## src/rtl/pipe_pkg.sv

```systemverilog
// Shared definitions for the pipeline skid-register stage.
// The state encoding is the concatenation {skid_v, main_v}.
package pipe_pkg;

  localparam logic [1:0] ST_EMPTY = 2'b00;
  localparam logic [1:0] ST_BUSY  = 2'b01;
  localparam logic [1:0] ST_FULL  = 2'b11;

  localparam int unsigned OCC_W = 2;

  typedef enum logic [1:0] {
    StEmpty = ST_EMPTY,
    StBusy  = ST_BUSY,
    StFull  = ST_FULL
  } state_e;

endpackage

```

## src/rtl/pipe_data_reg.sv

```systemverilog
// Payload register with load enable and an optional synchronous zeroing clear.
// When CLEAR_DATA is 0, the clear and reset inputs leave the contents untouched.
module pipe_data_reg #(
  parameter int unsigned WIDTH      = 32,
  parameter bit          CLEAR_DATA = 1'b1
) (
  input  logic             clk,
  input  logic             rst,
  input  logic             clear,
  input  logic             en,
  input  logic [WIDTH-1:0] d,
  output logic [WIDTH-1:0] q
);

  always_ff @(posedge clk) begin
    if (CLEAR_DATA && (rst || clear)) begin
      q <= '0;
    end else if (en) begin
      q <= d;
    end
  end

endmodule

```

## src/rtl/pipe_skid_reg.sv

```systemverilog
// Pipeline stage register with a valid/ready handshake and a one-entry skid buffer.
// in_ready is a flop output, so back-pressure never forms a combinational path upstream.
module pipe_skid_reg
  import pipe_pkg::*;
#(
  parameter int unsigned WIDTH      = 32,
  parameter bit          CLEAR_DATA = 1'b1
) (
  input  logic             clk,
  input  logic             rst,
  input  logic             flush,
  input  logic             in_valid,
  output logic             in_ready,
  input  logic [WIDTH-1:0] in_data,
  output logic             out_valid,
  input  logic             out_ready,
  output logic [WIDTH-1:0] out_data,
  output logic [OCC_W-1:0] occupancy
);

  logic main_v_q, main_v_d;
  logic skid_v_q, skid_v_d;
  logic main_en, main_from_skid, skid_en;
  logic accept, deliver;
  logic [WIDTH-1:0] main_data, skid_data, main_next;
  state_e state;

  assign state   = state_e'({skid_v_q, main_v_q});
  assign accept  = in_valid && !skid_v_q;
  assign deliver = main_v_q && out_ready;

  always_comb begin
    main_v_d       = main_v_q;
    skid_v_d       = skid_v_q;
    main_en        = 1'b0;
    main_from_skid = 1'b0;
    skid_en        = 1'b0;
    if (rst || flush) begin
      main_v_d = 1'b0;
      skid_v_d = 1'b0;
    end else begin
      unique case (state)
        StEmpty: begin
          if (accept) begin
            main_en  = 1'b1;
            main_v_d = 1'b1;
          end
        end
        StBusy: begin
          if (accept && deliver) begin
            main_en = 1'b1;
          end else if (accept) begin
            skid_en  = 1'b1;
            skid_v_d = 1'b1;
          end else if (deliver) begin
            main_v_d = 1'b0;
          end
        end
        StFull: begin
          // in_ready is low here, so only the skid beat can refill main.
          if (deliver) begin
            main_en        = 1'b1;
            main_from_skid = 1'b1;
            skid_v_d       = 1'b0;
          end
        end
        default: begin
          main_v_d = 1'b0;
          skid_v_d = 1'b0;
        end
      endcase
    end
  end

  always_ff @(posedge clk) begin
    main_v_q <= main_v_d;
    skid_v_q <= skid_v_d;
  end

  assign main_next = main_from_skid ? skid_data : in_data;

  pipe_data_reg #(
    .WIDTH      (WIDTH),
    .CLEAR_DATA (CLEAR_DATA)
  ) u_main_reg (
    .clk   (clk),
    .rst   (rst),
    .clear (flush),
    .en    (main_en),
    .d     (main_next),
    .q     (main_data)
  );

  pipe_data_reg #(
    .WIDTH      (WIDTH),
    .CLEAR_DATA (CLEAR_DATA)
  ) u_skid_reg (
    .clk   (clk),
    .rst   (rst),
    .clear (flush),
    .en    (skid_en),
    .d     (in_data),
    .q     (skid_data)
  );

  assign out_valid = main_v_q;
  assign out_data  = main_data;
  assign in_ready  = !skid_v_q;
  assign occupancy = {1'b0, main_v_q} + {1'b0, skid_v_q};

endmodule

```

## config.mk

```make
export PLATFORM = sky130hd
export DESIGN_NAME = pipe_skid_reg
export DESIGN_NICKNAME = d
export VERILOG_FILES = /design/src/rtl/pipe_pkg.sv /design/src/rtl/pipe_data_reg.sv /design/src/rtl/pipe_skid_reg.sv
export SDC_FILE = /design/constraint.sdc
export NUM_CORES = 1
export LEC_CHECK = 0
export BUFFER_PORTS_ARGS = -buffer_cell sky130_fd_sc_hd__buf_2
export CAP_MARGIN = 15
export CORE_MARGIN = 2
export CORE_UTILIZATION = 53
export DETAILED_ROUTE_END_ITERATION = 16
export PLACE_DENSITY = 0.84
export SKIP_CTS_REPAIR_TIMING = 1
export SLEW_MARGIN = 0
export SYNTH_ARGS = -nofsm -noshare
export SYNTH_HDL_FRONTEND = slang
export SYNTH_HIERARCHICAL = 1
export SYNTH_SLANG_ARGS = --single-unit
```

## constraint.sdc

```tcl
create_clock -name clk -period 2.3 [get_ports clk]
set_input_delay 0.46 -clock clk [delete_from_list [all_inputs] [get_ports clk]]
set_output_delay 0.46 -clock clk [all_outputs]
set_load 0.03 [all_outputs]
```

# Word level (Yosys, flattened, before mapping)
# Cells that the tools add are included.
# op_classes
add_sub_neg	1
n_eq_ne	8
n_mux	18
n_bitwise	2
n_reduce_logical	8
# ops
op	n
$mux W32	1
$mux W1	14
$ne A2 B2 Y1 const B	6
$pmux W1 S3	3
$reduce_and A5 Y1	1
$reduce_and A4 Y1	1
$logic_and A1 B1 Y1	3
$add A1 B1 Y2	1
$eq A2 B1 Y1 const B	1
$eq A2 B2 Y1 const B	1
$logic_not A2 Y1	1
$not A1 Y1	2
$logic_not A1 Y1	1
$logic_or A1 B1 Y1	1
# word_totals
reg_bits	66
inputBits	37
output_inout_bits	36
word_cells	41

# Logic depth before layout (Yosys ltp)
# Gate-level depths: netlist of the first run.
# depth
depth_word	6
ltp_mapped	8

# By module
# The synthesis of the first run kept the hierarchy.
# modules_own_cells
mod	n_inst	cells_per_inst	area_each_um2
pipe_data_reg	2	105	1156.1
pipe_skid_reg	1	61	725.7

# Least setup slack after synthesis of the first run
# Ideal clock, no wire load.
# synth_path
kind	register -> register
from	register main_v_q (netlist: out_valid)
to	register u_main_reg.q[0]
setup_time_ps	115
arrival_ps	2361
t_required_ps	2185
slack_ps	-176
path_stages_with_launch	8
synth_period_minus_slack_ps	2476
cell_sequence	dfxtp_1 > ha_1 > a32oi_1 > a2111oi_0 > buf_4 > buf_4 > mux2i_1 > nor2_1
# synth_between
elab_chain_cells	5
elab_cells_between_ends	12
# synth_rtl
item	line	source
from (decl)	pipe_skid_reg.sv:21	logic main_v_q, main_v_d;
from (signal assigned)	pipe_skid_reg.sv:76	main_v_q <= main_v_d;
$logic_and A1 B1 Y1	pipe_skid_reg.sv:30	assign deliver = main_v_q && out_ready;
$logic_and A1 B1 Y1	pipe_skid_reg.sv:50	if (accept && deliver) begin
$mux W1	pipe_skid_reg.sv:50	
$pmux W1 S3 *	pipe_skid_reg.sv:42	unique case (state)
$mux W1 *	pipe_skid_reg.sv:38	if (rst || flush) begin
named net main_en	pipe_skid_reg.sv:23	logic main_en, main_from_skid, skid_en;
to (signal assigned)	pipe_data_reg.sv:17	q <= '0;
to (signal assigned)	pipe_data_reg.sv:19	q <= d;
to (decl)	pipe_data_reg.sv:12	output logic [WIDTH-1:0] q
# Mark *: on every way through the listed nets, which the timed path passes. The rest lies on a longest branch.
# A chain may end at the register's enable or synchronous reset.

# Final worst setup path of the first run
# layout_path
from	register skid_v_q
to	register u_main_reg.q[26]
# layout_between
elab_chain_cells	6
elab_cells_between_ends	13
# layout_rtl
item	line	source
from (decl)	pipe_skid_reg.sv:22	logic skid_v_q, skid_v_d;
from (signal assigned)	pipe_skid_reg.sv:77	skid_v_q <= skid_v_d;
$logic_not A1 Y1	pipe_skid_reg.sv:29	assign accept = in_valid && !skid_v_q;
$logic_and A1 B1 Y1	pipe_skid_reg.sv:29	
$logic_and A1 B1 Y1	pipe_skid_reg.sv:50	
$mux W1	pipe_skid_reg.sv:50	
$pmux W1 S3 *	pipe_skid_reg.sv:42	
$mux W1 *	pipe_skid_reg.sv:38	
named net main_en	pipe_skid_reg.sv:23	
# Marks and branches as above.

==> impl_metrics.tcl, run 1 <==
set metrics [dict create \
    core_mm2 0.00551 \
    grt_max_degree 33 \
    post-synth-top-area-cell "dfxtp_1" \
    cap_violations 0 \
    firstDrtPassIters 4 \
    synth.area.mux_share 0.367 \
    end_kind "flip-flop" \
    final_cells 417 \
    busiest_layer "met2" \
    synth_compound_area_frac 0.0165 \
    netlist_area_mm2 0.00304 \
    synthesis.nets 312 \
    ant_nets 0 \
    grt_use_total 0.189 \
    cts_buffers 9 \
    synthTopCellsByArea "dfxtp_1 43%, mux2i_1 21%, mux2_4 15%" \
    die_w_um 79.7 \
    n_antenna_cell 0 \
    tns_ps 0 \
    place_worst_setup_slack_ps 73.6 \
    worstMarginPinSlew_ps 1180 \
    crit_fanout 11 \
    slowest_delay_ps 450 \
    drcViolationCount 0 \
    clkSinkCount 66 \
    ys_types 24 \
    p_leak_nw 1.55 \
    setup_viol 0 \
    finalMaxSlewViolations 0 \
    die_h_um 79.7 \
    crit_type "flip-flop to flip-flop" \
    placed_cells 400 \
    htree_levels 3 \
    power_frac_comb 0.085 \
    cp-start-kind "flip-flop" \
    clock.fmax_ghz 0.476 \
    power.total_mw 2.42 \
    synth_edf_count 0 \
    grt.met3_usage 0.0622 \
    grt_overflow 0 \
    ioPinCount 73 \
    synth.yosys.seq_area_share 0.435 \
    synth_area_per_cell_um2 11.2 \
    grt_pass1_wl_um 9130 \
    fin_worst_skew_ps 4.82 \
    use_met1 0.216 \
    arrival_ps 2280 \
    fin_crit_ps 2100 \
    p_sw_frac 0.231 \
    routed_wl_um 5750 \
    hold_class "primary input to flip-flop" \
    clk_latency_ps 340 \
    dp_hpwl_um 3800 \
    timing.final.crit_share 0.913 \
    switchingPower_mw 0.559 \
    hold_ws_ps 370 \
    p_seq_frac 0.479 \
    nFillCells 434 \
    vdd_drop_max_uv 447 \
    synth_top_family_by_area "multiplexers" \
    multi_input_area_mm2 0.00156 \
    p_int_mw 1.86 \
    clk_path_buf_depth 2 \
    worstPathRequired_ps 2480 \
    max_slew_margin 0.212 \
    finalInstanceArea_mm2 0.00364 \
    clkPwrFrac 0.436 \
    initial_core_util 0.552 \
    synth_top_area_frac 0.435 \
    seq_area_mm2 0.00132 \
    synth_fa_ha_area_frac 0.0165 \
    status "finished clean" \
    use_met2 0.319 \
    rows 27 \
    vias 2143 \
    drt_iter0_drc 73 \
    setup_slack_ps 199 \
    final_cell_mix "72 x buf_2, 66 x nor2_1, 65 x dfxtp_1, 64 x mux2i_1, 30 x mux2_4" \
    via_per_inst 5.14 \
    syn_to_final_growth_pct 20.0 \
    clkSlewWorstSetupHoldPaths_ps 70 \
    gp_congestion 0.769 \
    drive_above_1_share 0.380 \
    final_util 0.662 \
    grt_antenna_before_repair 0 \
    synth_seq_cells 66 \
    synthXorXnorAreaFrac 0 \
    numPortBuffers 72 \
    ctsRootBufferMaster "clkbuf_8" \
    syn_inst 271 \
    routedWlPerCell_um 13.8 \
    first_global_vias 1996 \
    synthArstFlopShare 0 \
    rsz0062_at_grt "no" \
    die_area_mm2 0.00635 \
    synth-simple-area-share 0.107 \
    cp_slowest_cell "a2111oi_4" \
    cts_tree "yes" \
    powerDensity_mw_per_mm2 664 \
    yosys_warnings 6 \
    final_common_cell "buf_2" \
    nets 381 \
    cp_cell_sequence "ha_2 > a32oi_1 > a2111oi_4 > buf_4 > mux2i_1 > nor2_1" \
    synthFlopType "dfxtp_1" \
    hold_violations 0 \
    place_area_mm2 0.00339 \
]
-- synthesized netlist by cell type (2+ instances only) --
cell / instances
dfxtp_1: 66
nor2_1: 66
mux2i_1: 64
mux2_4: 30
buf_6: 9
buf_4: 8
ha_1: 4
nand2_1: 3
a2111oi_0: 2
clkbuf_2: 2
inv_1: 2
mux2_2: 2
or2_1: 2
-- power groups by stage --
stage | Sequential, mW | Combinational (mW) | Clock (mW)
final | 1.16 | 0.206 | 1.06
after detailed placement | 1.19 | 0.199 | 0
after floorplan | 1.20 | 0.125 | 0
after CTS | 1.16 | 0.200 | 1.07
after global routing | 1.16 | 0.222 | 1.13
after global placement | 1.19 | 0.194 | 0
-- registers in the layout, indices dropped and copies added (netlist names) --
name and count:
skid_v_q 1, u_skid_reg/q 32, out_valid 1, u_main_reg/q 32
-- worst paths after layout --
check | startpoint | end | slack [ps] | depth (start not counted)
worst max-delay path | skid_v_q$_SDFFE_PP0P_ | u_main_reg/q[26]$_SDFFE_PP0P_ | 200 | 6
worst min-delay path | in_data[20] | u_skid_reg/q[20]$_SDFFE_PP0P_ | 370 | 3
worst min register to register | u_main_reg/q[5]$_SDFFE_PP0P_ | u_main_reg/q[5]$_SDFFE_PP0P_ | 490 | 2
worst max register to register | skid_v_q$_SDFFE_PP0P_ | u_main_reg/q[26]$_SDFFE_PP0P_ | 200 | 6
-- layout make-up --
class                      count  area share
multi-input combinational    184       0.429
sequential                    66       0.363
timing repair buffer          77       0.122
clock buffer                   9      0.0340
clock inverter                 7      0.0257
tap                           72      0.0247
inverter                       2     0.00206
-- per-layer routing --
layer	wire length, µm	share of wire
met1	2460	0.43
met2	2880	0.50
met3	334	0.058
met4	79	0.014
met5	0	0
-- critical path: cells and delay by family (launching register included) --
| family | cells | cell delay (ps) |
|---|---|---|
| adder cells (fa/ha/maj) | 1 | 300 |
| flip-flops | 1 | 440 |
| multiplexers | 1 | 220 |
| AO/OA/AOI/OAI | 2 | 620 |
| AND/OR/NAND/NOR | 1 | 60 |
| buffers and inverters | 1 | 300 |
-- kinds of logic after synthesis --
| family | count (synthesis) |
|---|---|
| AND/OR/NAND/NOR | 77 |
| multiplexers | 96 |
| adder cells (fa/ha/maj) | 4 |
| AO/OA/AOI/OAI | 7 |
| buffers and inverters | 21 |
| flip-flops | 66 |
No activity file was read; power rests on OpenSTA's default activity.
==> run 2: changes to the inputs <==
--- a/config.mk
+++ b/config.mk
@@ -8,9 +8,9 @@
 export BUFFER_PORTS_ARGS = -buffer_cell sky130_fd_sc_hd__buf_2
 export CAP_MARGIN = 15
 export CORE_MARGIN = 2
-export CORE_UTILIZATION = 53
+export CORE_UTILIZATION = 45
 export DETAILED_ROUTE_END_ITERATION = 16
-export PLACE_DENSITY = 0.84
+export PLACE_DENSITY = 0.74
 export SKIP_CTS_REPAIR_TIMING = 1
 export SLEW_MARGIN = 0
 export SYNTH_ARGS = -nofsm -noshare
==> constraint.sdc (replaced) <==
create_clock -name clk -period 2.2 [get_ports clk]
set_input_delay 0.44 -clock clk [delete_from_list [all_inputs] [get_ports clk]]
set_output_delay 0.44 -clock clk [all_outputs]
set_load 0.03 [all_outputs]
==> impl_metrics.tcl, run 2 (synthesis results as in run 1) <==
set metrics [dict create \
    drcViolationCount 0 \
    final_util 0.581 \
    die_w_um 86.2 \
    die_area_mm2 0.00742 \
    routed_wl_um 5870 \
    r2r-end "u_main_reg/q[22]$_SDFFE_PP0P_" \
    hold_class "primary input to flip-flop" \
    vias 2110 \
    dp_hpwl_um 3690 \
    fin_crit_ps 2100 \
    fin_worst_skew_ps 8.55 \
    grt_max_degree 33 \
    cap_violations 0 \
    hold_violations 0 \
    regToRegSetupSlack_ps 100 \
    grt_use_total 0.157 \
    cp-start-kind "flip-flop" \
    final_cell_mix "72 x buf_2, 66 x nor2_1, 65 x dfxtp_1, 64 x mux2i_1, 30 x mux2_4" \
    cp_top_family "buffers and inverters" \
    finalMaxSlewViolations 0 \
    timing.final.crit_share 0.954 \
    crit_fanout 16 \
    place_worst_setup_slack_ps 29.4 \
    rr_worst_depth 8 \
    cts_buffers 9 \
    clock.fmax_ghz 0.476 \
    clkSlewWorstSetupHoldPaths_ps 70 \
    slowest_delay_ps 410 \
    clk_latency_ps 340 \
    firstDrtPassIters 4 \
    htree_levels 3 \
    holdPathStages 3 \
    arrival_ps 2310 \
    grt_pass1_wl_um 9030 \
    holdPathEnd "u_skid_reg/q[8]$_SDFFE_PP0P_" \
    clk_path_buf_depth 2 \
    p_leak_nw 1.59 \
    initial_core_util 0.473 \
    core_mm2 0.00642 \
    via_per_inst 4.98 \
    clkSinkCount 66 \
    multi_input_area_mm2 0.00156 \
    setup_slack_ps 101 \
    worstMarginPinSlew_ps 662 \
    setup_viol 0 \
    n_antenna_cell 0 \
    nets 383 \
    final_common_cell "buf_2" \
    rr_startpoint "skid_v_q$_SDFFE_PP0P_" \
    die_h_um 86.2 \
    max_slew_margin 0.559 \
    critPathBufInv 3 \
    grt_overflow 0 \
    cts_tree "yes" \
    worstPathRequired_ps 2410 \
    hp-start "in_data[8]" \
    ctsRootBufferMaster "clkbuf_8" \
    first_global_vias 1967 \
    nFillCells 569 \
    status "finished clean" \
    vdd_drop_max_uv 410 \
    cp_slowest_cell "a2111oi_4" \
    ant_nets 0 \
    numPortBuffers 72 \
    rows 29 \
    crit_type "flip-flop to flip-flop" \
    cp_cell_sequence "inv_1 > ha_1 > nand4_1 > a2111oi_4 > buf_4 > buf_8 > mux2i_1 > nor2_1" \
    routedWlPerCell_um 13.8 \
    drive_above_1_share 0.380 \
    syn_to_final_growth_pct 22.7 \
    end_kind "flip-flop" \
    grt_antenna_before_repair 0 \
    largestRegisters "u_main_reg/q (32), u_skid_reg/q (32)" \
    powerDensity_mw_per_mm2 725 \
    drt_iter0_drc 63 \
    gp_congestion 0.818 \
    ioPinCount 73 \
    seq_area_mm2 0.00132 \
]
run 2: cell count changes in the layout (fill, tap and decap cells not counted), sizes merged:
cell | previous run | this run
buf | 77 | 78
bufbuf | 0 | 1
clkinv | 3 | 0
clkinvlp | 2 | 1
clkbuf | 9 | 12
bufinv | 2 | 3
run 2: final cells by class:
cell class,instances,share of cell area
inverter,2,0.00201
timing repair buffer,79,0.130
clock buffer,12,0.0416
multi-input combinational,184,0.419
sequential,66,0.355
tap,77,0.0258
clock inverter,4,0.0262
run 2: power breakdown:
| part | switching, mW | internal, mW |
|---|---|---|
| Sequential | 0.00760 | 1.21 |
| Combinational | 0.109 | 0.112 |
| Clock | 0.454 | 0.815 |
| Total | 0.571 | 2.13 |
run 2: tightest hold or removal path, delay by kind of cell:
| kind | cells | cell delay [ps] |
|---|---|---|
| buffers and inverters | 1 | 90 |
| AND/OR/NAND/NOR | 1 | 70 |
| multiplexers | 1 | 60 |
run 2: worst max-delay path by stage:
stage,start,end,slack [ps],cells past startpoint
6_report,skid_v_q$_SDFFE_PP0P_,u_main_reg/q[22]$_SDFFE_PP0P_,100,8
5_1_grt,skid_v_q$_SDFFE_PP0P_,u_main_reg/q[25]$_SDFFE_PP0P_,-20,7
4_1_cts,skid_v_q$_SDFFE_PP0P_,u_main_reg/q[6]$_SDFFE_PP0P_,40,6
3_5_place_dp,in_valid,u_main_reg/q[6]$_SDFFE_PP0P_,30,7
3_3_place_gp,in_valid,u_main_reg/q[14]$_SDFFE_PP0P_,120,7
2_1_floorplan,out_valid$_SDFFE_PP0P_,u_main_reg/q[0]$_SDFFE_PP0P_,60,7
run 2: routing by layer:
layer	GRT usage	up-vias	routed length [µm]	part of all wire
li1	-	1067	-	-
met1	0.178	974	2500	0.43
met2	0.263	57	2920	0.50
met3	0.0549	12	349	0.059
met4	0.0779	0	104	0.018
met5	0	-	0	0
run 2: per-stage QoR:
step                      setup TNS, ps  cell area, µm²  hold WS [ps]  total power [mW]  std cells
after floorplan                       0            3040           456              1.39        271
after global placement                0            3400           467              1.44        404
after detailed placement              0            3400           479              1.45        404
after CTS                             0            3650           336              2.72        420
after global routing               -136            3730           360              2.79        424
final                                 0            3730           347              2.70        424
==> run 3: changes to the inputs <==
--- a/config.mk
+++ b/config.mk
@@ -10,6 +10,8 @@
 export CORE_MARGIN = 2
 export CORE_UTILIZATION = 45
 export DETAILED_ROUTE_END_ITERATION = 16
+export GPL_ROUTABILITY_DRIVEN = 0
+export MAX_ROUTING_LAYER = met4
 export PLACE_DENSITY = 0.74
 export SKIP_CTS_REPAIR_TIMING = 1
 export SLEW_MARGIN = 0
==> impl_metrics.tcl, run 3 (synthesis results as in run 1) <==
set metrics [dict create \
    cp_cell_sequence "inv_1 > ha_1 > nand4_1 > a2111oi_4 > buf_4 > buf_8 > mux2i_1 > nor2_1" \
    drcViolationCount 0 \
    cp-start-kind "flip-flop" \
    die_area_mm2 0.00742 \
    grt_overflow 0 \
    end_kind "flip-flop" \
    worstPathRequired_ps 2410 \
    final_cells 424 \
    fin_crit_ps 2090 \
    critPathBufInv 3 \
    worstMarginPinSlew_ps 674 \
    final_cell_mix "72 x buf_2, 66 x nor2_1, 65 x dfxtp_1, 64 x mux2i_1, 30 x mux2_4" \
    final_common_cell "buf_2" \
    initial_core_util 0.473 \
    routed_wl_um 5860 \
    numPortBuffers 72 \
    finalInstanceArea_mm2 0.00373 \
    cts_tree "yes" \
    slowest_delay_ps 410 \
    crit_fanout 16 \
    clk_path_buf_depth 2 \
    clk_latency_ps 340 \
    nets 383 \
    grt_antenna_before_repair 0 \
    clock.fmax_ghz 0.478 \
    rr_startpoint "skid_v_q$_SDFFE_PP0P_" \
    hp-start "in_data[21]" \
    critPathLaunch "skid_v_q$_SDFFE_PP0P_" \
    routedWlPerCell_um 13.8 \
    max_slew_margin 0.550 \
    core_mm2 0.00642 \
    placed_cells 404 \
    hold_violations 0 \
    arrival_ps 2300 \
    powerDensity_mw_per_mm2 724 \
    setup_viol 0 \
    cap_violations 0 \
    via_per_inst 4.96 \
    status "finished clean" \
    dp_hpwl_um 3690 \
    ioPinCount 73 \
    die_w_um 86.2 \
    rows 29 \
    firstDrtPassIters 5 \
    ctsRootBufferMaster "clkbuf_8" \
    crit_type "flip-flop to flip-flop" \
    first_global_vias 1967 \
    timing.final.crit_share 0.950 \
    drive_above_1_share 0.380 \
    largestRegisters "u_main_reg/q (32), u_skid_reg/q (32)" \
    n_antenna_cell 0 \
    fin_worst_skew_ps 7.11 \
    vdd_drop_max_uv 409 \
    clkSlewWorstSetupHoldPaths_ps 70 \
    place_area_mm2 0.00340 \
    finalMaxSlewViolations 0 \
    ant_nets 0 \
    hold_ws_ps 347 \
    cts_buffers 9 \
    vias 2102 \
    die_h_um 86.2 \
    cp_top_family "buffers and inverters" \
    grt_max_degree 33 \
    clkSinkCount 66 \
    p_leak_nw 1.59 \
    htree_levels 3 \
    syn_to_final_growth_pct 22.7 \
    grt_use_total 0.163 \
    grt_pass1_wl_um 9040 \
    drt_iter0_drc 57 \
    cp_slowest_cell "a2111oi_4" \
    hold_class "primary input to flip-flop" \
]
run 3: worst reg2reg max path: cells and delay by family (launching register included):
| kind | cells | cell delay, ps |
|---|---|---|
| buffers and inverters | 3 | 500 |
| adders and majority gates | 1 | 240 |
| and+or+nand+nor | 2 | 230 |
| DFF | 1 | 370 |
| AOI/OAI and AO/OA | 1 | 410 |
| muxes | 1 | 210 |
run 3: per-layer routing:
| layer | track usage | part of all wire | vias up |
|---|---|---|---|
| li1 | - | - | 1067 |
| met1 | 0.179 | 0.44 | 974 |
| met2 | 0.263 | 0.49 | 50 |
| met3 | 0.0616 | 0.056 | 11 |
| met4 | 0.0693 | 0.016 | 0 |
| met5 | - | 0 | - |
run 3: worst paths after layout:
| kind | to | slack, ps | cells after the start |
|---|---|---|---|
| setup / recovery | u_main_reg/q[21]$_SDFFE_PP0P_ | 110 | 8 |
| hold / removal | u_skid_reg/q[21]$_SDFFE_PP0P_ | 350 | 3 |
| setup reg to reg | u_main_reg/q[21]$_SDFFE_PP0P_ | 110 | 8 |
| hold reg to reg | u_main_reg/q[19]$_SDFFE_PP0P_ | 490 | 2 |
run 3: where the power goes:
group | leakage [nW] | internal (mW) | switching [mW] | total, mW
Combinational | 0.931 | 0.112 | 0.109 | 0.221
Sequential | 0.533 | 1.21 | 0.00748 | 1.21
Clock | 0.123 | 0.815 | 0.451 | 1.27
run 3: stage by stage:
step           TNS [ps]  total power [mW]  worst slack (ps)   util
2_1_floorplan         0              1.39              64.1      -
3_3_place_gp          0              1.44               119  0.529
3_5_place_dp          0              1.45              29.4  0.529
4_1_cts               0              2.72              36.9  0.568
5_1_grt            -142              2.79             -18.6  0.581
6_report              0              2.70               109  0.581
run 3: layout make-up:
type	count	area, µm²
Fill cell	569	2690
Multi-Input combinational cell	184	1560
Sequential cell	66	1320
Timing Repair Buffer	79	485
Clock buffer	12	155
Clock inverter	4	97.6
Tap cell	77	96.3
Inverter	2	7.51
